## config.mk

```make
export PLATFORM = sky130hd
export DESIGN_NAME = ntt_ctrl
export DESIGN_NICKNAME = d
export VERILOG_FILES = /design/src/rtl/ntt_pkg.sv /design/src/rtl/ntt_wb_pipe.sv /design/src/rtl/ntt_ctrl.sv
export SDC_FILE = /design/constraint.sdc
export NUM_CORES = 1
export LEC_CHECK = 0
export ABC_CLOCK_PERIOD_IN_PS = 18500
export CORE_MARGIN = 2
export CORE_UTILIZATION = 25
export CTS_CLUSTER_DIAMETER = 40
export DETAILED_ROUTE_END_ITERATION = 10
export GPL_ROUTABILITY_DRIVEN = 1
export PLACE_DENSITY = 0.38
export SYNTH_ARGS = -nofsm -noshare
export SYNTH_HDL_FRONTEND = slang
export SYNTH_SLANG_ARGS = --single-unit
export TNS_END_PERCENT = 30
```

## constraint.sdc

```tcl
create_clock -name clk -period 18.5 [get_ports clk]
set_clock_uncertainty 0.05 [all_clocks]
set_input_delay 3.7 -clock clk [delete_from_list [all_inputs] [get_ports clk]]
set_output_delay 3.7 -clock clk [all_outputs]
set_load 0.01 [all_outputs]
```

## src/rtl/ntt_pkg.sv

```systemverilog
// Shared constants, FSM state type and read-address generation for the NTT controller.
package ntt_pkg;

   localparam int unsigned N      = 256;
   localparam int unsigned LAYERS = 7;
   localparam int unsigned PAIRS  = 128;

   localparam logic [1:0] MODE_NTT  = 2'b00;
   localparam logic [1:0] MODE_INTT = 2'b01;
   localparam logic [1:0] MODE_IDLE = 2'b11;

   typedef enum logic [1:0] {
      S_IDLE,
      S_RUN,
      S_DRAIN,
      S_DONE
   } ntt_state_t;

   typedef struct packed {
      logic [7:0] addr_a;
      logic [7:0] addr_b;
      logic [6:0] tw;
   } rd_op_t;

   // Forward walks butterfly spans 128..2 (Cooley-Tukey); inverse walks 2..128 (Gentleman-Sande).
   function automatic rd_op_t calc_op(input logic inv, input logic [2:0] layer,
                                      input logic [6:0] pair);
      int unsigned l, p, len, g, a, tw;
      rd_op_t      op;
      l = {29'd0, layer};
      p = {25'd0, pair};
      if (!inv) begin
         len = 32'd128 >> l;
         g   = p >> (32'd7 - l);
         tw  = (32'd1 << l) + g;
      end else begin
         len = 32'd2 << l;
         g   = p >> (l + 32'd1);
         tw  = (32'd128 >> l) - 32'd1 - g;
      end
      a         = ((g * len) << 1) + (p & (len - 32'd1));
      op.addr_a = 8'(a);
      op.addr_b = 8'(a + len);
      op.tw     = 7'(tw);
      return op;
   endfunction

endpackage

```

## src/rtl/ntt_wb_pipe.sv

```systemverilog
// Fixed-depth delay line turning read strobes/addresses into write strobes/addresses.
module ntt_wb_pipe
   import ntt_pkg::*;
#(
   parameter int unsigned DEPTH = 5,
   parameter int unsigned AW    = $clog2(N)
) (
   input  logic          clk,
   input  logic          rst,
   input  logic          clr,
   input  logic          in_valid,
   input  logic [AW-1:0] in_addr_a,
   input  logic [AW-1:0] in_addr_b,
   output logic          out_valid,
   output logic [AW-1:0] out_addr_a,
   output logic [AW-1:0] out_addr_b
);

   logic [2*AW:0] stage [DEPTH];

   always_ff @(posedge clk or posedge rst) begin
      if (rst) begin
         for (int unsigned i = 0; i < DEPTH; i++) stage[i] <= '0;
      end else if (clr) begin
         for (int unsigned i = 0; i < DEPTH; i++) stage[i] <= '0;
      end else begin
         stage[0] <= {in_valid, in_addr_a, in_addr_b};
         for (int unsigned i = 1; i < DEPTH; i++) stage[i] <= stage[i-1];
      end
   end

   assign {out_valid, out_addr_a, out_addr_b} = stage[DEPTH-1];

endmodule

```

## src/rtl/ntt_ctrl.sv

```systemverilog
// Sequences the 7 layers x 128 butterflies of a 256-point NTT/INTT over a
// coefficient memory, with a write-back delay line matched to read+butterfly latency.
module ntt_ctrl
   import ntt_pkg::*;
#(
   parameter int unsigned RD_LAT = 1,
   parameter int unsigned BF_LAT = 4
) (
   input  logic       clk,
   input  logic       rst,
   input  logic       start,
   input  logic       inv,
   input  logic       abort,
   output logic       busy,
   output logic       done,
   output logic [1:0] bf_mode,
   output logic       rd_en,
   output logic [7:0] rd_addr_a,
   output logic [7:0] rd_addr_b,
   output logic [6:0] tw_idx,
   output logic       wr_en,
   output logic [7:0] wr_addr_a,
   output logic [7:0] wr_addr_b
);

   localparam int unsigned PIPE = RD_LAT + BF_LAT;
   localparam int unsigned DW   = $clog2(PIPE + 1);

   ntt_state_t    state, nxt_state;
   logic [2:0]    layer, nxt_layer;
   logic [6:0]    pair, nxt_pair;
   logic [DW-1:0] drain_cnt, nxt_drain_cnt;
   logic          inv_q, nxt_inv;
   logic          take_abort;
   logic          nxt_run, nxt_busy;
   rd_op_t        nxt_op;

   assign take_abort = abort && (state == S_RUN || state == S_DRAIN);

   always_comb begin
      nxt_state     = state;
      nxt_layer     = layer;
      nxt_pair      = pair;
      nxt_drain_cnt = drain_cnt;
      nxt_inv       = inv_q;
      case (state)
         S_IDLE: begin
            if (start) begin
               nxt_state = S_RUN;
               nxt_layer = '0;
               nxt_pair  = '0;
               nxt_inv   = inv;
            end
         end
         S_RUN: begin
            if (take_abort) begin
               nxt_state = S_IDLE;
            end else if (pair == 7'(PAIRS - 1)) begin
               nxt_state     = S_DRAIN;
               nxt_drain_cnt = '0;
            end else begin
               nxt_pair = pair + 7'd1;
            end
         end
         S_DRAIN: begin
            if (take_abort) begin
               nxt_state = S_IDLE;
            end else if (drain_cnt == DW'(PIPE - 1)) begin
               if (layer == 3'(LAYERS - 1)) begin
                  nxt_state = S_DONE;
               end else begin
                  nxt_state = S_RUN;
                  nxt_layer = layer + 3'd1;
                  nxt_pair  = '0;
               end
            end else begin
               nxt_drain_cnt = drain_cnt + DW'(1);
            end
         end
         S_DONE:  nxt_state = S_IDLE;
         default: nxt_state = S_IDLE;
      endcase
   end

   // Outputs are registered from the next-state decode so rd_en lines up with the new pair.
   assign nxt_run  = (nxt_state == S_RUN);
   assign nxt_busy = (nxt_state == S_RUN) || (nxt_state == S_DRAIN);
   assign nxt_op   = calc_op(nxt_inv, nxt_layer, nxt_pair);

   always_ff @(posedge clk or posedge rst) begin
      if (rst) begin
         state     <= S_IDLE;
         layer     <= '0;
         pair      <= '0;
         drain_cnt <= '0;
         inv_q     <= 1'b0;
         busy      <= 1'b0;
         done      <= 1'b0;
         bf_mode   <= MODE_IDLE;
         rd_en     <= 1'b0;
         rd_addr_a <= '0;
         rd_addr_b <= '0;
         tw_idx    <= '0;
      end else begin
         state     <= nxt_state;
         layer     <= nxt_layer;
         pair      <= nxt_pair;
         drain_cnt <= nxt_drain_cnt;
         inv_q     <= nxt_inv;
         busy      <= nxt_busy;
         done      <= (nxt_state == S_DONE);
         bf_mode   <= nxt_busy ? (nxt_inv ? MODE_INTT : MODE_NTT) : MODE_IDLE;
         rd_en     <= nxt_run;
         rd_addr_a <= nxt_run ? nxt_op.addr_a : '0;
         rd_addr_b <= nxt_run ? nxt_op.addr_b : '0;
         tw_idx    <= nxt_run ? nxt_op.tw : '0;
      end
   end

   ntt_wb_pipe #(
      .DEPTH(PIPE),
      .AW   (8)
   ) u_wb_pipe (
      .clk       (clk),
      .rst       (rst),
      .clr       (take_abort),
      .in_valid  (rd_en),
      .in_addr_a (rd_addr_a),
      .in_addr_b (rd_addr_b),
      .out_valid (wr_en),
      .out_addr_a(wr_addr_a),
      .out_addr_b(wr_addr_b)
   );

endmodule

```

==> qor.txt, run 1 <==
pre-CTS setup slack -> 7100 ps
Critical Path Sink Type -> register
PwrDens -> 108 nW/um2
EDFF count, synth -> 0
reg2reg start -> state[0]$_DFF_PP0_
gr busiest metal -> met2
met2 Usage GRT -> 20.3%
die height -> 174 um
Clk pwr share -> 35.9%
largest net degree at the start of global routing -> 95
Root Buffer -> clkbuf_16
Net Sw Power -> 0.000304 W
fmax -> 91.4 MHz
Post-Route WL -> 17800 um
share of the yosys chip area belonging to registers -> 44.5%
PostCTS Resize Cnt -> 0
DR iter-0 viols -> 438
initial antenna violation count -> 0
Starting Density -> 25.4%
critical path arrival -> 11200 ps
Fin. Hold Viols -> 0
# Post-CTS Setup Buffers -> 0
CP Max Fanout -> 25
final worst slack -> 7560 ps
library cells used by synthesis -> 77
crit path to -> rd_addr_b[7]$_DFF_PP0_
combinational share of power -> 26.3%
Worst Tran Pin Value -> 967 ps
Detail Route Antenna Nets -> 0
min cycle time layout -> 10940 ps
vias in the first global route -> 5238
WP data required -> 18760 ps
H-Tree Depth -> 4
Slew headroom -> 35.5%
CP dominant cell by count -> ha_1
r2r setup slk -> 10430 ps
share of cells above drive strength 1 -> 8.76%
clock insertion delay at the later pin of the skew report -> 420 ps
Synth Area per Inst -> 9.94 um2
max-cap check violation count -> 0
CP max stage cell -> and3_1
Via density -> 4.48
CP Buf/Inv Count -> 5
count of hold buffers inserted by post-cts repair -> 0
leakage -> 4.05 nW
final setup violation count -> 0
cells after synthesis -> 730
Net Sw Frac -> 32.9%
Num CTS Buffers -> 17
crit-path leading delay family -> adder cells
worst-case reg-to-reg path depth -> 28
CORE AREA -> 28600 um2
Antenna Cells -> 0
CTS tree -> built
Critical Path Source -> abort
Max IR drop VDD -> 0.0636 mV
RSZ-0062 raised after global routing -> false
Area growth syn-to-layout -> 18.0%
syn nets -> 793
gpl congestion -> 0.861
internal power -> 0.000618 W
Pins Over Slew Limit -> 0
ys async rst share -> 100%
met3 usage -> 2.32%
post-synthesis cell area -> 7260 um2
die width -> 174 um
count of input and output buffers -> 49
CP startpoint kind -> primary input
clk slew on worst S/H paths -> 60 ps
DR vias -> 5142
Max clock buf depth -> 2
cell depth of the worst setup path -> 27
crit-path max cell delay -> 840 ps
final period utilization -> 59.1%
hold_ws -> 388 ps
worst min path class -> reg -> reg
drt drc -> 0
Post-DP HPWL -> 12900 um
DRT Pass-1 Iters -> 4
Sink Count -> 129
synthesized flop and latch total -> 129
I/O pin count -> 50
reg2reg end -> rd_addr_b[7]$_DFF_PP0_
Setup CP Type -> in -> reg
Flop pwr share -> 37.8%
GR met1 Demand/Resource -> 15.8%
fin nets -> 815
die footprint -> 30400 um2
first-pass GRT wire length -> 29400 um
Tot GR Track Use -> 12.4%
status -> finished clean
predominant post-synthesis flop cell -> dfrtp_1
Yosys warning count -> 0
Row Count -> 62
Setup Total Neg Slack -> 0 ps
WL/cell -> 15.5 um
grt total ovfl -> 0
logic make-up after synthesis:
kind of cell               after synthesis  share of synthesized area, %
AOI/OAI and AO/OA                      139                          13.2
adders and majority gates               58                          11.1
xor gates and xnor gates                31                          3.93
buffers and inverters                  100                          6.86
muxes                                    7                          1.03
other                                    1                        0.0517
DFF                                    129                          44.5
and+or+nand+nor                        265                          19.3
worst min path at each step:
stage                                        from                           endpoint  slack [ps]  cells after the start
finish              u_wb_pipe.stage[53]$_DFF_PP0_      u_wb_pipe.stage[36]$_DFF_PP0_         390                      1
global route        u_wb_pipe.stage[53]$_DFF_PP0_      u_wb_pipe.stage[36]$_DFF_PP0_         400                      1
CTS                 u_wb_pipe.stage[53]$_DFF_PP0_      u_wb_pipe.stage[36]$_DFF_PP0_         390                      1
detailed placement  u_wb_pipe.stage[53]$_DFF_PP0_      u_wb_pipe.stage[36]$_DFF_PP0_         380                      1
floorplan           u_wb_pipe.stage[25]$_DFF_PP0_  u_wb_pipe.out_addr_a[0]$_DFF_PP0_         380                      1
global placement    u_wb_pipe.stage[84]$_DFF_PP0_      u_wb_pipe.stage[67]$_DFF_PP0_         380                      1
area by class of cell:
type	count	area [um2]
clock buffer	17	425
sequential	129	3230
fill	2954	20100
timing repair buffer	54	528
inverter	49	204
tap	384	480
multi-input combinational	501	3530
clock inverter	15	164
Yosys cell counts, drive strengths merged, types with 4 or more instances:
library cell | number | area (um2)
dfrtp | 127 | 3180
and2 | 104 | 651
nand2 | 61 | 234
nor2 | 55 | 228
ha | 47 | 588
inv | 47 | 179
a21oi | 37 | 196
buf | 35 | 239
o21ai | 31 | 155
xnor2 | 24 | 210
clkbuf | 16 | 60.1
a21o | 14 | 106
nor3 | 13 | 76.3
fa | 11 | 220
o211ai | 8 | 65.1
nand3 | 7 | 35.0
a22oi | 6 | 50.1
mux2i | 6 | 63.8
xor2 | 6 | 52.6
and3 | 5 | 36.3
nand2b | 4 | 25.0
nand4 | 4 | 31.3
o21bai | 4 | 30.0
o31ai | 4 | 30.0
power groups by stage:
stage                     clock network, W  registers, W  logic (W)
after floorplan                          0      0.000356   0.000141
after global placement                   0      0.000354   0.000247
after detailed placement                 0      0.000355   0.000245
after CTS                         0.000342      0.000350   0.000247
after global routing              0.000354      0.000353   0.000270
final                             0.000331      0.000348   0.000243
cells in the final DEF (no fill, tap or decap), types with 3 or more instances in the layout:
cell,netlist,final
nand2_1,59,58
nor2b_1,3,3
mux2i_1,5,5
and2_1,104,104
a21o_1,13,13
o211ai_1,7,7
nand3_1,7,7
inv_6,0,8
buf_4,17,5
clkbuf_16,0,17
nor2_1,52,52
a21oi_2,3,3
o21bai_1,4,4
dfrtp_1,127,127
fa_1,11,11
nand2b_1,4,4
inv_8,0,3
a22oi_1,5,5
clkinvlp_4,0,3
a21boi_0,3,3
o31ai_1,4,4
xor2_1,6,6
ha_1,47,47
xnor2_1,24,24
and3_1,4,4
a41oi_1,3,3
nor3_1,12,12
o21ai_0,30,30
nand4_1,3,3
a211o_1,3,3
inv_1,44,43
a21oi_1,34,34
clkdlybuf4s50_1,0,49
nand2_2,2,3
state kept, by name, summed over array words and instances (netlist names), 7 cells and up:
| name | cells |
|---|---|
| pair | 7 |
| rd_addr_a | 8 |
| rd_addr_b | 8 |
| tw_idx | 7 |
| u_wb_pipe.out_addr_a | 8 |
| u_wb_pipe.out_addr_b | 8 |
| u_wb_pipe.stage | 68 |
worst reg2reg max path: cells and delay by family (launching register included):
family                     cells  cell delay, ps
and+or+nand+nor                5            1690
muxes                          1             250
AOI/OAI and AO/OA              5             920
xor gates and xnor gates       4             800
adders and majority gates      8            3110
DFF                            1             430
buffers and inverters          5             700
per-stage QoR:
step	instances	power, W	utilization (%)	area (um2)
floorplan	730	0.000497	-	7260
global placement	1117	0.000600	27.9	7970
finish	1149	0.000922	29.9	8560
CTS	1149	0.000939	29.9	8560
detailed placement	1117	0.000600	27.9	7970
global route	1149	0.000978	29.9	8560
per-layer routing:
metal	vias to the layer above	part of all wire, %
li1	2477	-
met1	2538	45
met2	105	49
met3	22	3.3
met4	0	2.4
met5	-	0
Power figures use the tool's default switching activity.
==> inputs of run 2 (changes only) <==
--- a/config.mk
+++ b/config.mk
@@ -5,7 +5,7 @@
 export SDC_FILE = /design/constraint.sdc
 export NUM_CORES = 1
 export LEC_CHECK = 0
-export ABC_CLOCK_PERIOD_IN_PS = 18500
+export ABC_CLOCK_PERIOD_IN_PS = 11300
 export CORE_MARGIN = 2
 export CORE_UTILIZATION = 25
 export CTS_CLUSTER_DIAMETER = 40
==> constraint.sdc (replaced) <==
create_clock -name clk -period 11.3 [get_ports clk]
set_clock_uncertainty 0.05 [all_clocks]
set_input_delay 2.26 -clock clk [delete_from_list [all_inputs] [get_ports clk]]
set_output_delay 2.26 -clock clk [all_outputs]
set_load 0.01 [all_outputs]
==> run 2 against run 1 <==
Via count is 0.27% higher; cell count hardly changed; sequential power is 63% higher; total power is 65% higher; combinational power is 62% higher; global-route usage is 0.12 points lower; first-iteration DRC count is 18% lower; core utilization is 0.070 points higher; design area is 0.23% higher; largest power group unchanged; setup slack worse by 5700 ps; register-to-register slack worse by 7100 ps; clock power is 69% higher.
==> qor.txt, run 2 (synthesis results as in run 1) <==
met1 WL -> 8150 um (was 8010 um)
PwrDens -> 177 nW/um2 (was 108 nW/um2)
Total Power -> 0.00152 W (was 0.000922 W)
Sink Count -> 129 (unchanged)
Area growth syn-to-layout -> 18.3% (was 18.0%)
critical path arrival -> 9720 ps (was 11200 ps)
Pins Over Slew Limit -> 0 (unchanged)
Tot GR Track Use -> 12.2% (was 12.4%)
Largest Register -> u_wb_pipe.stage (unchanged)
PostCTS Resize Cnt -> 0 (unchanged)
most common cell after layout, fill and taps aside -> dfrtp_1 (unchanged)
initial antenna violation count -> 0 (unchanged)
DRT Pass-1 Iters -> 5 (was 4)
crit-path leading delay family -> adder cells (unchanged)
number of flip-flops under the largest register name -> 68 (unchanged)
Via density -> 4.48 (about the same)
worst min path class -> reg -> reg (unchanged)
vias in the first global route -> 5266 (was 5238)
H-Tree Depth -> 4 (unchanged)
Worst Tran Pin Value -> 972 ps (was 967 ps)
# Post-CTS Setup Buffers -> 0 (unchanged)
Max clock buf depth -> 2 (unchanged)
met2 wire length -> 8640 um (was 8780 um)
Row Count -> 62 (unchanged)
Met3 Wirelength -> 491 um (was 585 um)
I/O pin count -> 50 (unchanged)
Max IR drop VDD -> 0.0908 mV (was 0.0636 mV)
Post-Route WL -> 17600 um (was 17800 um)
DR vias -> 5156 (was 5142)
Root Buffer -> clkbuf_16 (unchanged)
largest net degree at the start of global routing -> 89 (was 95)
drt drc -> 0 (unchanged)
fmax -> 106 MHz
CTS tree -> built (unchanged)
share of cells above drive strength 1 -> 8.76% (unchanged)
die width -> 174 um (unchanged)
Starting Density -> 25.4% (unchanged)
RSZ-0062 raised after global routing -> false (unchanged)
final setup violation count -> 0 (unchanged)
Critical Path Sink Type -> register (unchanged)
Detail Route Antenna Nets -> 0 (unchanged)
CP Buf/Inv Count -> 5 (unchanged)
Post-DP HPWL -> 12800 um (was 12900 um)
clk slew on worst S/H paths -> 70 ps (was 60 ps)
crit-path max cell delay -> 840 ps (about the same)
die footprint -> 30400 um2 (unchanged)
min cycle time layout -> 9460 ps
count of input and output buffers -> 49 (unchanged)
CP startpoint kind -> primary input (unchanged)
CORE AREA -> 28600 um2 (unchanged)
status -> finished clean (unchanged)
most frequent cells in the layout -> dfrtp_1, and2_1, nand2_1, nor2_1, clkdlybuf4s50_1 (unchanged)
Setup Total Neg Slack -> 0 ps (unchanged)
DR top layer -> met4 (unchanged)
CP Max Fanout -> 25 (unchanged)
first-pass GRT wire length -> 29200 um (was 29400 um)
WP data required -> 11570 ps (was 18760 ps)
fin nets -> 815 (unchanged)
grt total ovfl -> 0 (unchanged)
count of hold buffers inserted by post-cts repair -> 0 (unchanged)
gpl congestion -> 0.845 (was 0.861)
CP max stage cell -> and3_1 (unchanged)
die height -> 174 um (unchanged)
DR iter-0 viols -> 359 (was 438)
clock insertion delay at the later pin of the skew report -> 410 ps (was 420 ps)
final period utilization -> 83.7%
Setup CP Type -> in -> reg (unchanged)
Num CTS Buffers -> 17 (unchanged)
Slew headroom -> 35.2% (was 35.5%)
max-cap check violation count -> 0 (unchanged)
CP dominant cell by count -> ha_1 (unchanged)
Fin. Hold Viols -> 0 (unchanged)
WL/cell -> 15.3 um (was 15.5 um)
leakage -> 4.06 nW (was 4.05 nW)
run 2: cell count changes in the layout (fill, tap and decap cells not counted), sizes merged:
cell,delta
clkinvlp,-1
clkbuf,+1
clkinv,+2
diode,+1
inv,-3
bufinv,+1
run 2: stage by stage:
| step | std cells | area (um2) | hold WS [ps] | util, % | setup WS (ps) |
|---|---|---|---|---|---|
| 6_report | 1150 | 8580 | 392 | 30.0 | 1840 |
| 5_1_grt | 1149 | 8580 | 407 | 30.0 | 1250 |
| 4_1_cts | 1149 | 8580 | 397 | 30.0 | 1790 |
| 3_5_place_dp | 1117 | 7970 | 382 | 27.9 | 1340 |
| 3_3_place_gp | 1117 | 7970 | 385 | 27.9 | 1520 |
| 2_1_floorplan | 730 | 7260 | 378 | - | 2980 |
run 2: layout make-up:
| cell class | count | area [um2] |
|---|---|---|
| fillers | 2937 | 20000 |
| multi-input cells | 501 | 3530 |
| flip-flops and latches | 129 | 3230 |
| repair buffers | 54 | 528 |
| well taps | 384 | 480 |
| clock buffers | 18 | 439 |
| inverters | 49 | 204 |
| clock inverters | 14 | 168 |
| diodes | 1 | 2.50 |
run 2: power breakdown:
group	switching, W	internal, W	leakage, nW
sequential	0.0000286	0.000540	1.76
combinational	0.000234	0.000159	2.00
clock	0.000221	0.000338	0.292
total	0.000484	0.00104	4.06
run 2: final timing paths:
check	start	to	slack [ps]	cells past startpoint
setup / recovery	abort	rd_addr_b[7]$_DFF_PP0_	1840	26
hold / removal	u_wb_pipe.stage[32]$_DFF_PP0_	u_wb_pipe.out_addr_a[7]$_DFF_PP0_	390	1
setup reg to reg	state[0]$_DFF_PP0_	rd_addr_b[7]$_DFF_PP0_	3290	27
hold reg to reg	u_wb_pipe.stage[32]$_DFF_PP0_	u_wb_pipe.out_addr_a[7]$_DFF_PP0_	390	1
max in group asynchronous	rst	u_wb_pipe.stage[56]$_DFF_PP0_	7660	3
min in group asynchronous	rst	done$_DFF_PP0_	2250	2
run 2: worst reg2reg max path, delay by kind of cell, from the launching register on:
family	cells	cell delay [ps]
AOI/OAI and AO/OA	5	1100
and+or+nand+nor	4	1420
DFF	1	420
buffers and inverters	5	720
muxes	1	430
xor gates and xnor gates	4	770
adders and majority gates	8	2980
run 2: metal layers:
layer	global-route usage [%]	vias up
met3	1.82	21
li1	-	2481
met5	0	-
met1	16.0	2531
met2	20.4	123
met4	4.80	0
